==> src/rtl/status_flag_unit_pkg.sv <==
// status_flag_unit_pkg: ALU command encodings and NZCV bit positions shared by the flag unit
package status_flag_unit_pkg;
    localparam logic [3:0] EXE_CMD_MOV = 4'b0001;
    localparam logic [3:0] EXE_CMD_MVN = 4'b1001;
    localparam logic [3:0] EXE_CMD_ADD = 4'b0010;
    localparam logic [3:0] EXE_CMD_ADC = 4'b0011;
    localparam logic [3:0] EXE_CMD_SUB = 4'b0100;
    localparam logic [3:0] EXE_CMD_SBC = 4'b0101;
    localparam logic [3:0] EXE_CMD_AND = 4'b0110;
    localparam logic [3:0] EXE_CMD_ORR = 4'b0111;
    localparam logic [3:0] EXE_CMD_EOR = 4'b1000;
    localparam int N = 3;
    localparam int Z = 2;
    localparam int C = 1;
    localparam int V = 0;
endpackage

==> src/rtl/status_flag_unit_alu_core.sv <==
// alu_core: combinational ALU producing the result and candidate NZCV flags
module alu_core
    import status_flag_unit_pkg::*;
#(
    parameter int WIDTH = 32
) (
    input  logic [WIDTH-1:0] a_i,
    input  logic [WIDTH-1:0] b_i,
    input  logic [3:0]       cmd_i,
    input  logic             cin_i,
    input  logic             c_old_i,
    input  logic             v_old_i,
    output logic [WIDTH-1:0] result_o,
    output logic [3:0]       nzcv_o
);
    localparam int MSB = WIDTH - 1;
    logic [WIDTH:0] add_w;
    logic [WIDTH:0] sub_w;
    logic           is_add;
    logic           is_sub;
    assign is_add = (cmd_i == EXE_CMD_ADD) | (cmd_i == EXE_CMD_ADC);
    assign is_sub = (cmd_i == EXE_CMD_SUB) | (cmd_i == EXE_CMD_SBC);
    // The extra top bit is carry for adds and the borrow sign for subtracts
    assign add_w = {1'b0, a_i} + {1'b0, b_i} + (WIDTH+1)'(cmd_i == EXE_CMD_ADC && cin_i);
    assign sub_w = {1'b0, a_i} - {1'b0, b_i} - (WIDTH+1)'(cmd_i == EXE_CMD_SBC && !cin_i);
    always_comb begin
        case (cmd_i)
            EXE_CMD_MOV: result_o = b_i;
            EXE_CMD_MVN: result_o = ~b_i;
            EXE_CMD_ADD,
            EXE_CMD_ADC: result_o = add_w[WIDTH-1:0];
            EXE_CMD_SUB,
            EXE_CMD_SBC: result_o = sub_w[WIDTH-1:0];
            EXE_CMD_AND: result_o = a_i & b_i;
            EXE_CMD_ORR: result_o = a_i | b_i;
            EXE_CMD_EOR: result_o = a_i ^ b_i;
            default:     result_o = '0;
        endcase
    end
    always_comb begin
        nzcv_o    = '0;
        nzcv_o[N] = result_o[MSB];
        nzcv_o[Z] = (result_o == '0);
        nzcv_o[C] = is_add ? add_w[WIDTH] : is_sub ? ~sub_w[WIDTH] : c_old_i;
        nzcv_o[V] = is_add ? (a_i[MSB] == b_i[MSB]) & (result_o[MSB] != a_i[MSB]) :
                    is_sub ? (a_i[MSB] != b_i[MSB]) & (result_o[MSB] != a_i[MSB]) : v_old_i;
    end
endmodule

==> src/rtl/status_flag_unit.sv <==
// status_flag_unit: EXE-stage ALU plus the NZCV status register feeding the ID condition checker
module status_flag_unit
    import status_flag_unit_pkg::*;
#(
    parameter int WIDTH = 32
) (
    input  logic             clk,
    input  logic             rst,
    input  logic [3:0]       exe_cmd,
    input  logic [WIDTH-1:0] val_rn,
    input  logic [WIDTH-1:0] val2,
    input  logic             s_bit,
    input  logic             update_en,
    input  logic             freeze,
    input  logic             flush,
    output logic [WIDTH-1:0] alu_result,
    output logic             sr_n,
    output logic             sr_z,
    output logic             sr_c,
    output logic             sr_v,
    output logic             flag_hazard
);
    logic [3:0] sr_q;
    logic [3:0] sr_d;
    logic [3:0] nzcv;
    alu_core #(.WIDTH(WIDTH)) u_alu (
        .a_i      (val_rn),
        .b_i      (val2),
        .cmd_i    (exe_cmd),
        .cin_i    (sr_q[C]),
        .c_old_i  (sr_q[C]),
        .v_old_i  (sr_q[V]),
        .result_o (alu_result),
        .nzcv_o   (nzcv)
    );
    // Hazard ignores freeze: a stalled flag-setter still means flags are about to change
    assign flag_hazard = s_bit & update_en & ~flush;
    assign sr_d        = (flag_hazard & ~freeze) ? nzcv : sr_q;
    always_ff @(posedge clk or posedge rst) begin
        if (rst) sr_q <= '0;
        else     sr_q <= sr_d;
    end
    assign sr_n = sr_q[N];
    assign sr_z = sr_q[Z];
    assign sr_c = sr_q[C];
    assign sr_v = sr_q[V];
endmodule
==> config.mk <==
export PLATFORM = sky130hd
export DESIGN_NAME = status_flag_unit
export DESIGN_NICKNAME = d
export VERILOG_FILES = /design/src/rtl/status_flag_unit_pkg.sv /design/src/rtl/status_flag_unit_alu_core.sv /design/src/rtl/status_flag_unit.sv
export SDC_FILE = /design/constraint.sdc
export NUM_CORES = 1
export LEC_CHECK = 0
export CAP_MARGIN = 40
export CELL_PAD_IN_SITES_DETAIL_PLACEMENT = 1
export CELL_PAD_IN_SITES_GLOBAL_PLACEMENT = 2
export CORE_AREA = 3 3 157 144
export DETAILED_ROUTE_END_ITERATION = 8
export DIE_AREA = 0 0 160 147
export PLACE_DENSITY = 0.85
export SYNTH_ARGS = -nofsm -noshare
export SYNTH_HDL_FRONTEND = slang
export SYNTH_SLANG_ARGS = --single-unit
==> constraint.sdc <==
create_clock -name clk -period 8.3 [get_ports clk]
set_input_delay 1.66 -clock clk [delete_from_list [all_inputs] [get_ports clk]]
set_output_delay 1.66 -clock clk [all_outputs]
set_load 0.02 [all_outputs]
* After elaboration in Yosys (flattened, before gate mapping) *
Index checks and enable logic that the tools add are counted.

storage, ports and cells
  register bits = 4
  input bits = 74

cells by class
  add/subtract/negate cells = 4
  equal/unequal tests = 12
  muxes and demuxes = 5
  bitwise logic cells = 14
  reductions and logical operators = 8

operators by type and width
  kind                                                 number
  case mux 32 bit (7 select lines)                     1
  adder 32 x 32 -> 33 bit                              1
  adder 33 x 1 -> 33 bit                               1
  subtractor 32 x 32 -> 33 bit                         1
  subtractor 33 x 1 -> 33 bit                          1
  bitwise AND 32 bit                                   1
  zero test 32 bit                                     1
  inverter 32 bit                                      1
  OR 32 bit                                            1
  XOR 32 bit                                           1
  equality test 4 x 3 -> 1 bit, second input constant  4
  equality test 4 x 2 -> 1 bit, second input constant  2
  equality test 4 bit, second input constant           2
  bitwise AND 1 bit                                    5
  equality test 4 x 1 -> 1 bit, second input constant  1
  two-way mux 1 bit                                    4
  OR reduction 2 bit                                   2
  inverter 1 bit                                       3
  logical AND 1 bit                                    2
  inequality test 1 bit                                2
  OR 1 bit                                             2
  AND reduction 2 bit                                  1
  nonzero test 2 bit                                   1
  equality test 1 bit                                  1
  zero test 1 bit                                      1

* Logic depth before layout (Yosys ltp) *
Gate-level depths: netlist (run 1).

  depth after elaboration = 8
  depth in mapped cells = 21
  gate-level depth less buffers = 19

* By module *
Synthesis (run 1) repeated with hierarchy kept, for this count alone.

second synthesis, totals
  cells, all modules = 978
  area total of the unflattened synthesis = 6718.9 µm²

modules (own cells, without submodules)
  module            instances  cells an instance  area each (µm²)  sequential area each (µm²)
  alu_core          1          966                6546.3           0.0
  status_flag_unit  1          12                 172.7            100.1

* Worst setup path after synthesis (run 1) *
No wires, ideal clock.

  kind = input port to output port
  from = in exe_cmd[3]
  to = out alu_result[30]
  arrival = 5693 ps
  slack = 947 ps
  stages = 18
  path buffers = 2
  cells stage by stage = buf_1 nand2b_1 nand2b_1 clkbuf_1 nor3_1 fa_1 inv_1 ha_1 nor2_1 fa_1 nor3b_1 o211ai_1 nand4_1 a31oi_1 a21oi_1 o31ai_1 xnor2_1 o21ai_0

on the way
  cells in the longest elaborated chain, start to end = 4
  elaborated cells between the ends (all ways) = 16

ends and longest elaborated chain
  item                                                                                 RTL line                                                                                           source
  from (decl)                                                                          status_flag_unit.sv:9                                                                              input logic [3:0] exe_cmd,
  equality test 4 x 3 -> 1 bit / equality test 4 x 2 -> 1 bit (equally long branches)  status_flag_unit_alu_core.sv:25, status_flag_unit_alu_core.sv:27, status_flag_unit_alu_core.sv:24
  logical AND 1 bit, on equally long branches                                          status_flag_unit_alu_core.sv:25, status_flag_unit_alu_core.sv:24
  subtractor 33 x 1 -> 33 bit / adder 33 x 1 -> 33 bit (equally long branches)         status_flag_unit_alu_core.sv:25, status_flag_unit_alu_core.sv:24
  case mux 32 bit (7 select lines) (*)                                                 status_flag_unit_alu_core.sv:27                                                                    case (cmd_i)
  to (decl)                                                                            status_flag_unit.sv:16                                                                             output logic [WIDTH-1:0] alu_result,

Mark *: on every way between the ends. The rest lies on a longest branch, timed or not.

* Worst setup path after layout (run 1) *
  from = in exe_cmd[2]
  to = out alu_result[22]

Same word-level chain as after synthesis.

==> PnR_summary.wiki, run 1 <==
{| class="wikitable"
! Metric !! Value
|-
| Starting density of the core || 31.0%
|-
| Fraction of final layout cells with drive strength greater than 1 || 5.32%
|-
| Number of enable flip-flop cells after synthesis || 0
|-
| Antenna violations before repair || 1
|-
| Number of H-tree branching levels || 1
|-
| Yosys synthesis warning count || 0
|-
| Netlist cell types || 73
|-
| Detailed-routing iteration count for the pre-antenna-repair pass || 5
|-
| Number of DRC violations after detailed routing || 0
|-
| Clock transition at the register clock pins on the worst setup and hold paths after CTS || 0.03 ns
|-
| TritonCTS clock tree || built
|-
| Highest achievable clock rate || 125 MHz
|-
| Insertion delay to the later sink of the worst-skew pair || 0.23 ns
|-
| Register containing the most flip-flops in the final layout || sr_q
|-
| Final antenna diode count || 0
|-
| Crit share post-route || 96.1%
|-
| Vert. Die Dim || 147 microns
|-
| Hold Violations, Final || 0
|-
| Clock tree buffer depth || 2
|-
| Total power density per cell area || 101 nW/um^2
|-
| Largest stage delay on the critical path || 0.67 ns
|-
| Final WL || 26.4 mm
|-
| Placer Congestion || 0.908
|-
| Reported max-cap violation count || 0
|-
| Top Registers || sr_q x4
|-
| Hold-fix buffers, CTS || 0
|-
| Global-route wire length before repair || 41.2 mm
|-
| Via count || 7420
|-
| Post-Syn Area || 6470 sq um
|-
| Area after detailed placement || 7910 sq um
|-
| Post-Syn Instances || 932
|-
| Drt via density || 5.70
|-
| Worst hold margin || 0.496 ns
|-
| Core ar. || 20900 sq um
|-
| Number of setup violations in the final report || 0
|-
| Cell area after layout || 8000 sq um
|-
| Number of flip-flops in the largest register || 4
|-
| Top cell type by total area after synthesis || sky130_fd_sc_hd__ha_1
|-
| Static Leakage || 3.46 nW
|-
| Num ports || 111
|-
| Num rows || 50
|-
| Fill cell total of the finished layout || 2683
|-
| Critical Path Source Type || input port
|-
| Top area cells in the synthesized netlist || sky130_fd_sc_hd__ha_1, sky130_fd_sc_hd__xnor2_1, sky130_fd_sc_hd__inv_1
|-
| Yosys top cell area share || 24.4%
|-
| Worst slew margin || 38.2%
|-
| Total half-perimeter wirelength after legalization and detailed placement || 21.1 mm
|-
| Syn_nets || 1136
|-
| Count of pins over their slew limit || 0
|-
| Die footprint || 23500 sq um
|-
| CP Class || input port to output pin
|-
| IR drop worst, VDD || 0.111 mV
|-
| Die Width || 160 microns
|-
| FFs w/ async S/R, synth || 100%
|-
| Flip-flop and latch count after synthesis || 4
|-
| Number of CTS-inserted buffers || 3
|-
| Number of clock sinks || 4
|-
| Status || complete, no violations
|-
| Global router's overall resource usage || 21.3%
|-
| Class of the tightest hold or removal check || flop to flop
|-
| Aggregate global routing overflow || 0
|-
| Portion of the post-synthesis area used by sequential elements || 1.55%
|-
| Nets || 1221
|-
| Routed length per instance || 20.3 microns
|-
| Crit path max fanout || 4
|-
| Type of destination of the critical path || output pin
|-
| Largest net degree at the start of global routing || 67
|-
| Actual slew at the worst max-slew pin || 0.916 ns
|-
| Avg Inst Size Synth || 6.94 sq um
|-
| Via count of the first global-routing pass || 7363
|-
| Root buffer cell || sky130_fd_sc_hd__clkbuf_16
|-
| Data arrival time at the worst-slack endpoint || 6.31 ns
|-
| RSZ-0062 raised after global routing || false
|-
| Dominant synthesized flop cell || sky130_fd_sc_hd__dfrtp_1
|-
| Number of buffers added on ports || 110
|-
| Area Overhead vs Synth || 23.7%
|-
| Fin crit period || 7.97 ns
|-
| Post-Route Setup TNS || 0 ns
|-
| Critical Path, Cell by Cell || clkdlybuf4s50_1 > nand2b_1 > nand2b_1 > nor3_1 > fa_1 > inv_1 > ha_1 > nor2_1 > fa_1 > nor3b_1 > o211ai_1 > nand4_1 > a21oi_1 > a211o_1 > o221ai_1 > xor2_1 > o2111ai_1 > clkdlybuf4s50_1
|-
| Starting DRT DRC Count || 559
|-
| Cell type of the slowest stage on the worst timing path || sky130_fd_sc_hd__clkdlybuf4s50_1
|-
| Clock tree skew after final layout || 0.00222 ns
|-
| Crit path required time || 6.64 ns
|-
| Antenna Nets Post-Route || 0
|}
where the power goes:
part / total (mW) / internal [mW] / leakage [nW] / switching [mW]
clock: 0.0757 / 0.0616 / 0.0370 / 0.0141
sequential: 0.0270 / 0.0239 / 0.0498 / 0.00312
combinational: 0.706 / 0.293 / 3.38 / 0.413
total: 0.809 / 0.379 / 3.46 / 0.430
through the flow:
stage | power, mW | util, % | instances | setup slack (ns)
final | 0.809 | 38.3 | 1301 | 0.325
after global routing | 0.873 | 38.3 | 1301 | 0.0510
after CTS | 0.801 | 38.2 | 1301 | 0.155
after detailed placement | 0.719 | 37.8 | 1298 | 0.178
after global placement | 0.712 | 37.6 | 1295 | 0.309
after floorplan | 0.477 | - | 932 | 0.947
area by class of cell:
cell class | instances | area (sq um) | share of cell area (%)
Timing Repair Buffer | 131 | 1270 | 15.9
Clock buffer | 3 | 75.1 | 0.939
Multi-Input combinational cell | 765 | 5770 | 72.2
Tap cell | 286 | 358 | 4.47
Sequential cell | 4 | 100 | 1.25
Inverter | 112 | 420 | 5.26
kinds of logic after synthesis:
kind of cell / Yosys count / share of synthesized area (%)
flops: 4 / 1.55
compound gates: 307 / 32.6
xor+xnor: 65 / 8.80
buf+inv: 163 / 9.69
simple gates: 245 / 18.8
fa+ha+maj: 130 / 25.6
mux: 18 / 2.94
layout by cell type, fill, tap and decap left out, drive strengths merged, types with 7 or more instances in the layout:
cell / count
ha: 126
inv: 112
clkdlybuf4s50: 106
a21oi: 78
nand2: 71
nor2: 65
xnor2: 49
o21ai: 43
buf: 22
nor3: 18
o221ai: 18
nand4: 17
a211oi: 17
a21o: 17
o22ai: 17
o211ai: 16
xor2: 16
a221oi: 15
nand3: 14
a31oi: 14
nand2b: 11
o21a: 11
a221o: 11
mux2i: 10
a22oi: 9
mux2: 8
nor4: 8
or3: 7
and2: 7
worst max-delay path, delay by kind of cell:
| family | cells | cell delay [ns] |
|---|---|---|
| buffers and inverters | 3 | 1.23 |
| AO/OA/AOI/OAI | 5 | 1.22 |
| adder cells (fa/ha/maj) | 3 | 1.10 |
| AND/OR/NAND/NOR | 6 | 0.92 |
| XOR/XNOR | 1 | 0.21 |
routing by layer:
layer	vias to the layer above	wire length (microns)	GRT usage (%)
li1	3560	-	-
met1	3612	13300	32.0
met2	221	11300	33.8
met3	25	1450	2.11
met4	2	268	2.47
met5	-	13	0
synthesized netlist by cell type, drive strengths merged, types with 2 or more instances:
cell       n
nand4     17
a21boi     3
a31oi     14
nand4b     2
a2111oi    2
or2        2
a311oi     4
a221o     11
a211o      5
and2       7
mux2i     10
nor4       8
ha       126
o31ai      5
a221oi    15
and3       6
dfrtp      4
nand2b    11
clkbuf    36
o22ai     17
o21a      11
a21o      17
xnor2     49
o21bai     6
inv      112
nand3     14
o41ai      2
a211oi    17
a22oi      9
fa         4
nor3      18
nor2b      3
and4       3
o311ai     3
o21ai     43
or3        7
nor3b      4
a21oi     78
nor2      65
o211ai    16
nand2     71
buf       15
xor2      16
o221ai    18
mux2       8
final timing paths:
kind / startpoint / endpoint / slack (ns) / cells after the start
max in group asynchronous: rst / sr_q[1] / 6.50 / 2
hold / removal: sr_q[2] / sr_q[2] / 0.50 / 1
setup / recovery: exe_cmd[2] / alu_result[22] / 0.33 / 18
min in group asynchronous: rst / sr_q[2] / 1.65 / 2
hold reg to reg: sr_q[2] / sr_q[2] / 0.50 / 1
setup reg to reg: sr_q[1] / sr_q[2] / 2.84 / 16
repair_timing:
| action | CTS | global route |
|---|---|---|
| setup endpoints to repair | 0 | 2 |
| buffers inserted | 0 | 0 |
| gates resized for setup | 0 | 4 |
No activity file was read; power rests on OpenSTA's default activity.
==> inputs of run 2 (changes only) <==
CTS_BUF_LIST = sky130_fd_sc_hd__clkbuf_2 sky130_fd_sc_hd__clkbuf_4 sky130_fd_sc_hd__clkbuf_8   (was unset)
==> PnR_summary.wiki, run 2 (synthesis gave the netlist of run 1 again) <==
{| class="wikitable"
! Metric !! Value
|-
| Die footprint || 23500 sq um (unchanged)
|-
| Number of CTS-inserted buffers || 3 (unchanged)
|-
| Reported max-cap violation count || 0 (unchanged)
|-
| Placer Congestion || 0.908 (unchanged)
|-
| Final WL || 26.3 mm (was 26.4 mm)
|-
| Total half-perimeter wirelength after legalization and detailed placement || 21.1 mm (unchanged)
|-
| Fin crit period || 8.00 ns (was 7.97 ns)
|-
| Cell depth of the worst hold path || 1 (unchanged)
|-
| Number of cells traversed by the worst register-to-register path || 16 (unchanged)
|-
| Vert. Die Dim || 147 microns (unchanged)
|-
| Commonest cells after routing, fill and taps aside || sky130_fd_sc_hd__ha_1, sky130_fd_sc_hd__inv_1, sky130_fd_sc_hd__clkdlybuf4s50_1 (unchanged)
|-
| Class of the tightest hold or removal check || flop to flop (unchanged)
|-
| Critical Path, Cell by Cell || clkdlybuf4s50_1 > nand2b_1 > nand2b_1 > nor3_1 > fa_1 > inv_1 > ha_1 > nor2_1 > fa_1 > nor3b_1 > o211ai_1 > nand4_1 > a21oi_1 > a211o_1 > o221ai_1 > xor2_1 > o2111ai_1 > clkdlybuf4s50_1 (unchanged)
|-
| Setup slack after placement || 0.178 ns (unchanged)
|-
| Worst slew margin || 41.9% (was 38.2%)
|-
| Crit share post-route || 96.4% (was 96.1%)
|-
| Total power density per cell area || 97.4 nW/um^2 (was 101 nW/um^2)
|-
| Antenna violations before repair || 1 (unchanged)
|-
| Commonest non-fill, non-tap cell in the layout || sky130_fd_sc_hd__ha_1 (unchanged)
|-
| Aggregate global routing overflow || 0 (unchanged)
|-
| Number of flip-flops in the largest register || 4 (unchanged)
|-
| Nets || 1221 (unchanged)
|-
| Count of pins over their slew limit || 0 (unchanged)
|-
| Number of buffers added on ports || 110 (unchanged)
|-
| Status || complete, no violations (unchanged)
|-
| Post-CTS repair timing setup buffer count || 0 (unchanged)
|-
| Num ports || 111 (unchanged)
|-
| Critical Path Source Type || input port (unchanged)
|-
| Hold-fix buffers, CTS || 0 (unchanged)
|-
| Die Width || 160 microns (unchanged)
|-
| Via count || 7411 (was 7420)
|-
| Share of the core filled with cells || 38.1% (was 38.3%)
|-
| Routed length per instance || 20.2 microns (was 20.3 microns)
|-
| Fraction of final layout cells with drive strength greater than 1 || 5.32% (unchanged)
|-
| CP Class || input port to output pin (unchanged)
|-
| Number of gates given a new drive strength after cts || 0 (unchanged)
|-
| Hold Violations, Final || 0 (unchanged)
|-
| Fill cell total of the finished layout || 2681 (was 2683)
|-
| Static Leakage || 3.45 nW (was 3.46 nW)
|-
| Starting DRT DRC Count || 455 (was 559)
|-
| Cell type of the slowest stage on the worst timing path || sky130_fd_sc_hd__clkdlybuf4s50_1 (unchanged)
|-
| Internal reg-to-reg setup slack || 2.86 ns (was 2.84 ns)
|-
| Global router's overall resource usage || 21.3% (about the same)
|-
| Top Registers || sr_q x4 (unchanged)
|-
| RSZ-0062 raised after global routing || false (unchanged)
|-
| Data arrival time at the worst-slack endpoint || 6.34 ns (was 6.31 ns)
|-
| Clock transition at the register clock pins on the worst setup and hold paths after CTS || 0.03 ns (about the same)
|-
| Root buffer cell || sky130_fd_sc_hd__clkbuf_8 (was sky130_fd_sc_hd__clkbuf_16)
|-
| Num rows || 50 (unchanged)
|-
| Via count of the first global-routing pass || 7353 (was 7363)
|-
| Number of H-tree branching levels || 1 (unchanged)
|-
| Global-route wire length before repair || 41.2 mm (about the same)
|-
| GRT met3 Usage || 2.06% (was 2.11%)
|-
| IR drop worst, VDD || 0.0511 mV (was 0.111 mV)
|-
| Number of DRC violations after detailed routing || 0 (unchanged)
|-
| Number of buffer and inverter instances along the worst setup path || 3 (unchanged)
|-
| Crit path max fanout || 4 (unchanged)
|-
| Drt via density || 5.70 (about the same)
|-
| Type of destination of the critical path || output pin (unchanged)
|-
| Routing usage on met2 || 33.7% (was 33.8%)
|-
| Area Overhead vs Synth || 23.2% (was 23.7%)
|-
| Highest achievable clock rate || 125 MHz (about the same)
|-
| Actual slew at the worst max-slew pin || 0.860 ns (was 0.916 ns)
|-
| TritonCTS clock tree || built (unchanged)
|-
| Insertion delay to the later sink of the worst-skew pair || 0.22 ns (was 0.23 ns)
|-
| Global-route met1 utilization || 32.0% (about the same)
|-
| Clock tree skew after final layout || 0.00111 ns (was 0.00222 ns)
|-
| Final antenna diode count || 0 (unchanged)
|-
| Detailed-routing iteration count for the pre-antenna-repair pass || 5 (unchanged)
|-
| Post-Route Setup TNS || 0 ns (unchanged)
|-
| Starting density of the core || 31.0% (unchanged)
|-
| Crit path required time || 6.64 ns (about the same)
|-
| Most Crowded Layer GR || met2 (unchanged)
|-
| Clock tree buffer depth || 2 (unchanged)
|-
| Largest stage delay on the critical path || 0.67 ns (about the same)
|-
| Antenna Nets Post-Route || 0 (unchanged)
|-
| Category of cells accounting for the largest share of critical-path delay || buffers and inverters (unchanged)
|-
| Number of setup violations in the final report || 0 (unchanged)
|-
| Number of clock sinks || 4 (unchanged)
|-
| Core ar. || 20900 sq um (unchanged)
|-
| Setup slack after layout || 0.296 ns (was 0.325 ns)
|-
| Cell depth of the worst setup path || 18 (unchanged)
|-
| Largest net degree at the start of global routing || 67 (unchanged)
|-
| Register containing the most flip-flops in the final layout || sr_q (unchanged)
|}
run 2: cell counts in the layout (fill, tap and decap cells not counted):
Identical to the previous run, type by type.
run 2: layout make-up:
type                            instances  area, sq um  area share, %
Multi-Input combinational cell        765         5770           72.5
Sequential cell                         4          100           1.26
Timing Repair Buffer                  131         1270           16.0
Clock buffer                            3         41.3          0.518
Inverter                              112          420           5.28
Tap cell                              286          358           4.49
run 2: power by group:
part	switching [mW]	internal, mW
logic	0.413	0.293
registers	0.00309	0.0239
clock network	0.0114	0.0310
total	0.428	0.348
run 2: layer usage:
metal	wire, microns	vias to the layer above
met3	1450	21
met4	228	2
met2	11300	213
met5	13	-
li1	-	3560
met1	13400	3615
run 2: path summary, 6_finish.rpt:
check                                 from        endpoint
worst max-delay path            exe_cmd[2]  alu_result[22]
worst min-delay path               sr_q[2]         sr_q[2]
worst max register to register     sr_q[1]         sr_q[2]
worst min register to register     sr_q[2]         sr_q[2]
max in group asynchronous              rst         sr_q[1]
min in group asynchronous              rst         sr_q[0]
run 2: stage by stage:
stage / power (mW) / std cells / hold slack [ns] / area, sq um
floorplan: 0.477 / 932 / 0.625 / 6470
global placement: 0.712 / 1295 / 0.487 / 7870
detailed placement: 0.719 / 1298 / 0.496 / 7910
CTS: 0.768 / 1301 / 0.504 / 7950
global route: 0.839 / 1301 / 0.548 / 7970
finish: 0.776 / 1301 / 0.500 / 7970
==> inputs of run 3 (changes only) <==
--- a/config.mk
+++ b/config.mk
@@ -10,6 +10,7 @@
 export CELL_PAD_IN_SITES_GLOBAL_PLACEMENT = 2
-export CORE_AREA = 3 3 157 144
+export CORE_AREA = 2 2 156 143
 export CTS_BUF_LIST = sky130_fd_sc_hd__clkbuf_2 sky130_fd_sc_hd__clkbuf_4 sky130_fd_sc_hd__clkbuf_8
 export DETAILED_ROUTE_END_ITERATION = 8
-export DIE_AREA = 0 0 160 147
+export DIE_AREA = 0 0 158 145
+export GPL_TIMING_DRIVEN = 0
 export PLACE_DENSITY = 0.85
--- a/constraint.sdc
+++ b/constraint.sdc
@@ -3,2 +3,2 @@
 set_output_delay 1.66 -clock clk [all_outputs]
-set_load 0.02 [all_outputs]
+set_load 0.1 [all_outputs]
==> PnR_summary.wiki, run 3 (synthesis gave the netlist of run 1 again) <==
{| class="wikitable"
! Metric !! Value
|-
| Via count || 7953 (was 7411)
|-
| Commonest non-fill, non-tap cell in the layout || sky130_fd_sc_hd__ha_1 (unchanged)
|-
| Insertion delay to the later sink of the worst-skew pair || 0.22 ns (about the same)
|-
| Crit path max fanout || 19 (was 4)
|-
| Register containing the most flip-flops in the final layout || sr_q (unchanged)
|-
| Number of clock sinks || 4 (unchanged)
|-
| IR drop worst, VDD || 0.115 mV (was 0.0511 mV)
|-
| Fraction of final layout cells with drive strength greater than 1 || 10.1% (was 5.32%)
|-
| Nets || 1294 (was 1221)
|-
| Final WL || 30.1 mm (was 26.3 mm)
|-
| Final antenna diode count || 0 (unchanged)
|-
| Detailed-routing iteration count for the pre-antenna-repair pass || 5 (unchanged)
|-
| Internal reg-to-reg setup slack || 2.97 ns (was 2.86 ns)
|-
| Data arrival time at the worst-slack endpoint || 6.36 ns (was 6.34 ns)
|-
| Root buffer cell || sky130_fd_sc_hd__clkbuf_8 (unchanged)
|-
| Cell type of the slowest stage on the worst timing path || sky130_fd_sc_hd__clkdlybuf4s50_1 (unchanged)
|-
| Cell count after placement || 1373 (was 1298)
|-
| Starting DRT DRC Count || 599 (was 455)
|-
| Status || complete, no violations (unchanged)
|-
| Hold-fix buffers, CTS || 0 (unchanged)
|-
| Num rows || 51 (was 50)
|-
| Largest net degree at the start of global routing || 15 (was 67)
|-
| Clock tree skew after final layout || 0.000633 ns (was 0.00111 ns)
|-
| Vert. Die Dim || 145 microns (was 147 microns)
|-
| Via count of the first global-routing pass || 8008 (was 7353)
|-
| Commonest cells after routing, fill and taps aside || sky130_fd_sc_hd__ha_1, sky130_fd_sc_hd__inv_1, sky130_fd_sc_hd__clkdlybuf4s50_1 (unchanged)
|-
| Total half-perimeter wirelength after legalization and detailed placement || 24.0 mm (was 21.1 mm)
|-
| Area Overhead vs Synth || 36.7% (was 23.2%)
|-
| Worst slew margin || 38.5% (was 41.9%)
|-
| RSZ-0062 raised after global routing || false (unchanged)
|-
| CP Class || input port to output pin (unchanged)
|-
| Number of setup violations in the final report || 0 (unchanged)
|-
| Crit path required time || 6.64 ns (about the same)
|-
| Fin crit period || 8.02 ns (was 8.00 ns)
|-
| Critical Path Source Type || input port (unchanged)
|-
| Hold Violations, Final || 0 (unchanged)
|-
| Launch instance of the worst register-to-register path || sr_q[1] (unchanged)
|-
| Number of flip-flops in the largest register || 4 (unchanged)
|-
| Largest stage delay on the critical path || 0.54 ns (was 0.67 ns)
|-
| Die Width || 158 microns (was 160 microns)
|-
| Static Leakage || 3.81 nW (was 3.45 nW)
|-
| Actual slew at the worst max-slew pin || 0.911 ns (was 0.860 ns)
|-
| Number of DRC violations after detailed routing || 0 (unchanged)
|-
| Clock tree buffer depth || 2 (unchanged)
|-
| Number of H-tree branching levels || 1 (unchanged)
|-
| Routed length per instance || 21.8 microns (was 20.2 microns)
|-
| Global router's overall resource usage || 25.9% (was 21.3%)
|-
| Top Registers || sr_q x4 (unchanged)
|-
| Count of non-filler cells in the finished layout || 1379 (was 1301)
|-
| Highest achievable clock rate || 125 MHz (about the same)
|-
| Antenna Nets Post-Route || 0 (unchanged)
|-
| Crit share post-route || 96.7% (was 96.4%)
|-
| Aggregate global routing overflow || 0 (unchanged)
|-
| Start point of the worst hold path || sr_q[2] (unchanged)
|-
| Worst hold margin || 0.499 ns (was 0.500 ns)
|-
| Die footprint || 22900 sq um (was 23500 sq um)
|-
| Number of CTS-inserted buffers || 3 (unchanged)
|-
| Global-route wire length before repair || 46.4 mm (was 41.2 mm)
|-
| TritonCTS clock tree || built (unchanged)
|-
| Placer Congestion || 0.916 (was 0.908)
|-
| Critical Path, Cell by Cell || dlygate4sd2_1 > clkbuf_4 > buf_6 > nand3_1 > fa_1 > fa_1 > nand2b_1 > a21oi_2 > o21ai_2 > a21oi_2 > a311oi_1 > o31a_1 > or3_1 > and4_1 > o21ai_1 > clkdlybuf4s50_1 > buf_8 (was clkdlybuf4s50_1 > nand2b_1 > nand2b_1 > nor3_1 > fa_1 > inv_1 > ha_1 > nor2_1 > fa_1 > nor3b_1 > o211ai_1 > nand4_1 > a21oi_1 > a211o_1 > o221ai_1 > xor2_1 > o2111ai_1 > clkdlybuf4s50_1)
|-
| Total power density per cell area || 124 nW/um^2 (was 97.4 nW/um^2)
|-
| Count of pins over their slew limit || 0 (unchanged)
|-
| Starting density of the core || 30.3% (was 31.0%)
|-
| Antenna violations before repair || 0 (was 1)
|-
| Num ports || 111 (unchanged)
|-
| Clock transition at the register clock pins on the worst setup and hold paths after CTS || 0.03 ns (about the same)
|-
| Class of the tightest hold or removal check || flop to flop (unchanged)
|-
| Drt via density || 5.77 (was 5.70)
|-
| Reported max-cap violation count || 0 (unchanged)
|-
| Type of destination of the critical path || output pin (unchanged)
|-
| Worst setup path startpoint || exe_cmd[0] (was exe_cmd[2])
|-
| Core ar. || 21300 sq um (was 20900 sq um)
|-
| Number of buffers added on ports || 109 (was 110)
|}
## run 3: cell types whose count changed in the layout (fill, tap and decap cells not counted), moves of 3 or more
cell and change:
sky130_fd_sc_hd__buf_8 +34, sky130_fd_sc_hd__clkbuf_1 +31, sky130_fd_sc_hd__buf_4 -8, sky130_fd_sc_hd__buf_1 +7
sky130_fd_sc_hd__a21oi_1 -5, sky130_fd_sc_hd__a21oi_4 +3, sky130_fd_sc_hd__buf_2 +3, sky130_fd_sc_hd__buf_6 +3
sky130_fd_sc_hd__o31ai_4 +3
## run 3: metal layers
metal	global-route usage (%)	up-vias	routed length [microns]
li1	-	3705	-
met1	36.7	3894	13600
met2	42.4	323	13800
met3	2.81	31	2230
met4	4.55	0	440
met5	0	-	0
## run 3: worst paths after layout
| check | cells past startpoint | end |
|---|---|---|
| min in group asynchronous | 2 | sr_q[3] |
| min reg2reg | 1 | sr_q[2] |
| max | 17 | alu_result[30] |
| max reg2reg | 16 | sr_q[2] |
| min | 1 | sr_q[2] |
| max in group asynchronous | 2 | sr_q[1] |
## run 3: layout make-up
cell class | instances | area (sq um)
Fill cell | 2695 | 12500
Multi-Input combinational cell | 765 | 5940
Tap cell | 291 | 364
Buffer | 49 | 253
Inverter | 112 | 424
Sequential cell | 4 | 100
Clock buffer | 3 | 41.3
Timing Repair Buffer | 155 | 1720
## run 3: worst max-delay path: cells and delay by family
kind	cells	cell delay (ns)
AOI/OAI and AO/OA	6	1.24
adders and majority gates	2	0.85
buffers and inverters	5	1.71
and+or+nand+nor	4	0.89
## run 3: what timing repair did
| action | in CTS | in global routing |
|---|---|---|
| pin swaps | 8 | 0 |
| hold endpoints to repair | 0 | 0 |
| setup endpoints to repair | 30 | 10 |
| cloned | 0 | 0 |
| buffers inserted | 7 | 0 |
| gates resized for setup | 53 | 8 |
## run 3: where the power goes
part	internal [mW]	switching, mW	total, mW
sequential	0.0239	0.00430	0.0282
combinational	0.381	0.648	1.03
clock	0.0310	0.0109	0.0419
total	0.436	0.664	1.10
## run 3: stage by stage
step                TNS (ns)  power (mW)  setup WS [ns]  area, sq um  util (%)
global route               0        1.17         0.0370         8840      41.5
finish                     0        1.10          0.278         8840      41.5
global placement      -41.51       0.897          -2.20         7920      37.2
detailed placement    -23.89        1.01          -1.78         8520      40.0
floorplan                  0       0.654         0.0566         6470         -
CTS                  -0.0103        1.09        -0.0103         8830      41.4
==> variant 1 (settings of run 1) <==
`WIDTH` is set to 32 in 2 places; all go to 48.
--- a/src/rtl/status_flag_unit_alu_core.sv
+++ b/src/rtl/status_flag_unit_alu_core.sv
@@ -4,3 +4,3 @@
 #(
-    parameter int WIDTH = 32
+    parameter int WIDTH = 48
 ) (
--- a/src/rtl/status_flag_unit.sv
+++ b/src/rtl/status_flag_unit.sv
@@ -4,3 +4,3 @@
 #(
-    parameter int WIDTH = 32
+    parameter int WIDTH = 48
 ) (
Interface: changed (resized alu_result, val2 and val_rn); port bits go from 111 to 159. The function was not compared with the original's and may differ.
==> variant 1 against run 1 <==
- the flow now stops in global placement without I/O
- area after synthesis is 70% higher
==> variant 1: results (changes against run 1) <==
The proportion of synthesized flip-flops having asynchronous set or reset came out at 100% (unchanged). The floorplan die width is 160 um (unchanged). Sorting the synthesized cells by how often they occur yields 190 x sky130_fd_sc_hd__ha_1, 177 x sky130_fd_sc_hd__inv_1, 146 x sky130_fd_sc_hd__a21oi_1, 141 x sky130_fd_sc_hd__nand2_1, 112 x sky130_fd_sc_hd__nor2_1. The run ended at global placement without I/O.

By area the synthesized netlist is led by sky130_fd_sc_hd__ha_1 22%, sky130_fd_sc_hd__a21oi_1 6.6%, sky130_fd_sc_hd__inv_1 6.0%. The yosys synthesis warning count came out at 0 (unchanged). The synthesis-stage register bit count is 4 (unchanged). The flow did not finish. The net count of the mapped netlist came to 1951 (+72%). For this run, the leading register cell type out of synthesis is sky130_fd_sc_hd__dfrtp_1. The count of distinct cell types in the synthesized netlist came out at 86 (+18%).

The first error in the log reads "[ERROR GPL-0301] Utilization 102.371 % exceeds 100%". The sequential cell area fraction in the yosys report is 0.908% (-0.64 points). The mean instance size in the synthesized netlist is 6.67 sq um (-3.8%).
==> variant 1: kinds of logic after synthesis <==
logic type	Yosys count	synth area share (%)
simple gates	469	21.1
xor+xnor	78	6.20
compound gates	580	35.6
flops	4	0.908
mux	38	3.58
fa+ha+maj	194	22.3
buf+inv	288	10.3
==> variant 2 (config.mk and constraints of run 1) <==
Without the edit above. Reset style: synchronous (`rst`), changed in one clocked block.
--- a/src/rtl/status_flag_unit.sv
+++ b/src/rtl/status_flag_unit.sv
@@ -38,3 +38,3 @@
     assign sr_d        = (flag_hazard & ~freeze) ? nzcv : sr_q;
-    always_ff @(posedge clk or posedge rst) begin
+    always_ff @(posedge clk) begin
         if (rst) sr_q <= '0;
Function: differs if rst is asserted again (counterexample within 4 cycles, from zero or initial values and one cycle with rst high); with rst held inactive, the same outputs for 10 cycles.
==> variant 2 against run 1 <==
- count of clock-buffer cells in the layout is the same
- sequential cell count is the same
- area after synthesis grew 7.1%
- cell area grew 4.5%
- first-iteration DRC count shrank 4.5%
- register-to-register slack gained 0.49 ns
- setup slack lost 0.065 ns
- wire length grew 4.7%
- power shrank 1.5%
- cell count grew 5.8%
- non-clock buffer count shrank 2
- maximum frequency shrank 0.81%
- sequential power shrank 27%
- via count grew 6.6%
- highest routed layer is now met4
==> variant 2: results (changes against run 1) <==
The flow ran to the end, and the final reports show no timing, DRC or antenna violations. The iteration count of the initial detailed-routing pass came to 5 (unchanged). The clock transition at the registers of the reported paths was 0.03 ns (about the same). The detailed placement HPWL came to 21700 um (+2.6%).

The count of distinct cell types in the synthesized netlist is 75 (+2.7%). The sequential cell area fraction in the yosys report came out at 1.16% (-0.39 points). The net count of the mapped netlist came to 1224 (+7.7%).

The worst-case setup slack after placement came to 0.250 ns (+0.0720 ns). The highest cell delay on the worst timing path is 0.55 ns (-0.12 ns). The post-cts sizing count is 0 (unchanged). The maximum clock skew at final layout came to 0.00392 ns (+0.00170 ns).

The proportion of synthesized flip-flops having asynchronous set or reset came out at 0% (-100 points). The placed standard-cell area was 8280 sq um (+4.7%). The cell count of the worst hold path is 2 (+1). The number of buffers inserted by port buffering came out at 110 (unchanged).

For this run, the leading register cell type out of synthesis is sky130_fd_sc_hd__dfxtp_1. The tree is rooted in a sky130_fd_sc_hd__clkbuf_16. The wire length of the first global-routing pass is 43800 um (+6.2%). The number of buffers added by the clock tree synthesis step came out at 3 (unchanged). The relative slew slack is 43.2% (+5.0 points). Ranked by total cell area, the synthesized netlist is headed by sky130_fd_sc_hd__ha_1 23%, sky130_fd_sc_hd__a21oi_1 6.6%, sky130_fd_sc_hd__inv_1 6.1%. The violation count after the first detailed-routing iteration is 534 (-4.5%). In this design, the largest share of critical-path delay is due to simple AND/OR/NAND/NOR gates. The maximum VDD drop came out at 72.1 uV (-35%).

The number of antenna violations at the first check in global routing is 0 (-1). The detailed-route wire length per cell came out at 20.1 um (-0.96%). The commonest cells after synthesis are 126 x sky130_fd_sc_hd__ha_1, 113 x sky130_fd_sc_hd__inv_1, 91 x sky130_fd_sc_hd__a21oi_1, 78 x sky130_fd_sc_hd__nand2_1, 66 x sky130_fd_sc_hd__nor2_1. The global-route usage over all layers is 22.5% (+1.2 points).

The final weighted congestion in routability-driven placement came out at 0.899 (-0.95%). The data arrival at the endpoint of the critical path came out at 6.38 ns (+0.07 ns). The core outline area came to 20900 sq um (unchanged). The maximum number of pins on one net before global-route repair was 56 (-16%). The critical-path maximum fanout was 5 (+1). The fraction of layout instances using a drive strength above 1 was 4.59% (-0.73 points). The total via count after detailed routing was 7909 (+6.6%).

The number of nets in the layout is 1296 (+6.1%). The number of global-route vias before repair came out at 7769 (+5.5%). The depth of the worst register-to-register path came out at 15 (-1). The standby leakage power came out at 0.00374 uW (+8.2%).
==> variant 2: kinds of logic after synthesis <==
family | Yosys count | synth area share (%)
xor gates and xnor gates | 52 | 6.58
buffers and inverters | 175 | 10.0
muxes | 23 | 3.43
AOI/OAI and AO/OA | 353 | 34.1
DFF | 4 | 1.16
and+or+nand+nor | 283 | 20.8
adders and majority gates | 130 | 23.9
==> variant 2: per-stage QoR <==
step / instances / hold WS (ns) / power, uW
after floorplan: 1020 / 0.556 / 471
after global placement: 1371 / 0.476 / 702
after detailed placement: 1373 / 0.472 / 707
after CTS: 1376 / 0.484 / 790
after global routing: 1376 / 0.513 / 866
final: 1376 / 0.491 / 796
==> variant 2: per-layer routing <==
metal  global-route usage (%)  routed length (um)
met1                     34.1               14000
met2                     36.1               12100
met3                     1.44                1380
met4                     2.04                 154
met5                        0                   0
==> variant 2: final timing paths <==
path	slack, ns	endpoint	from
max	0.26	alu_result[28]	exe_cmd[2]
min reg2reg	0.49	sr_q[0]	sr_q[0]
min	0.49	sr_q[0]	sr_q[0]
max reg2reg	3.33	sr_q[2]	sr_q[1]
==> variant 2: cell type report <==
class	count	area [sq um]
Clock buffer	3	75.1
Fill cell	2676	12500
Inverter	113	424
Multi-Input combinational cell	841	6170
Sequential cell	4	80.1
Tap cell	286	358
Timing Repair Buffer	129	1250
==> variant 2: worst min-delay path, delay by kind of cell (launching register included) <==
| kind | cells | cell delay (ns) |
|---|---|---|
| AO/OA/AOI/OAI | 1 | 0.06 |
| flip-flops | 1 | 0.30 |
| AND/OR/NAND/NOR | 1 | 0.08 |
==> variant 2: report_power, final <==
part	leakage, uW	switching, uW	internal, uW
registers	0.0000323	0.133	19.6
clock network	0.0000370	14.9	61.7
logic	0.00368	415	285
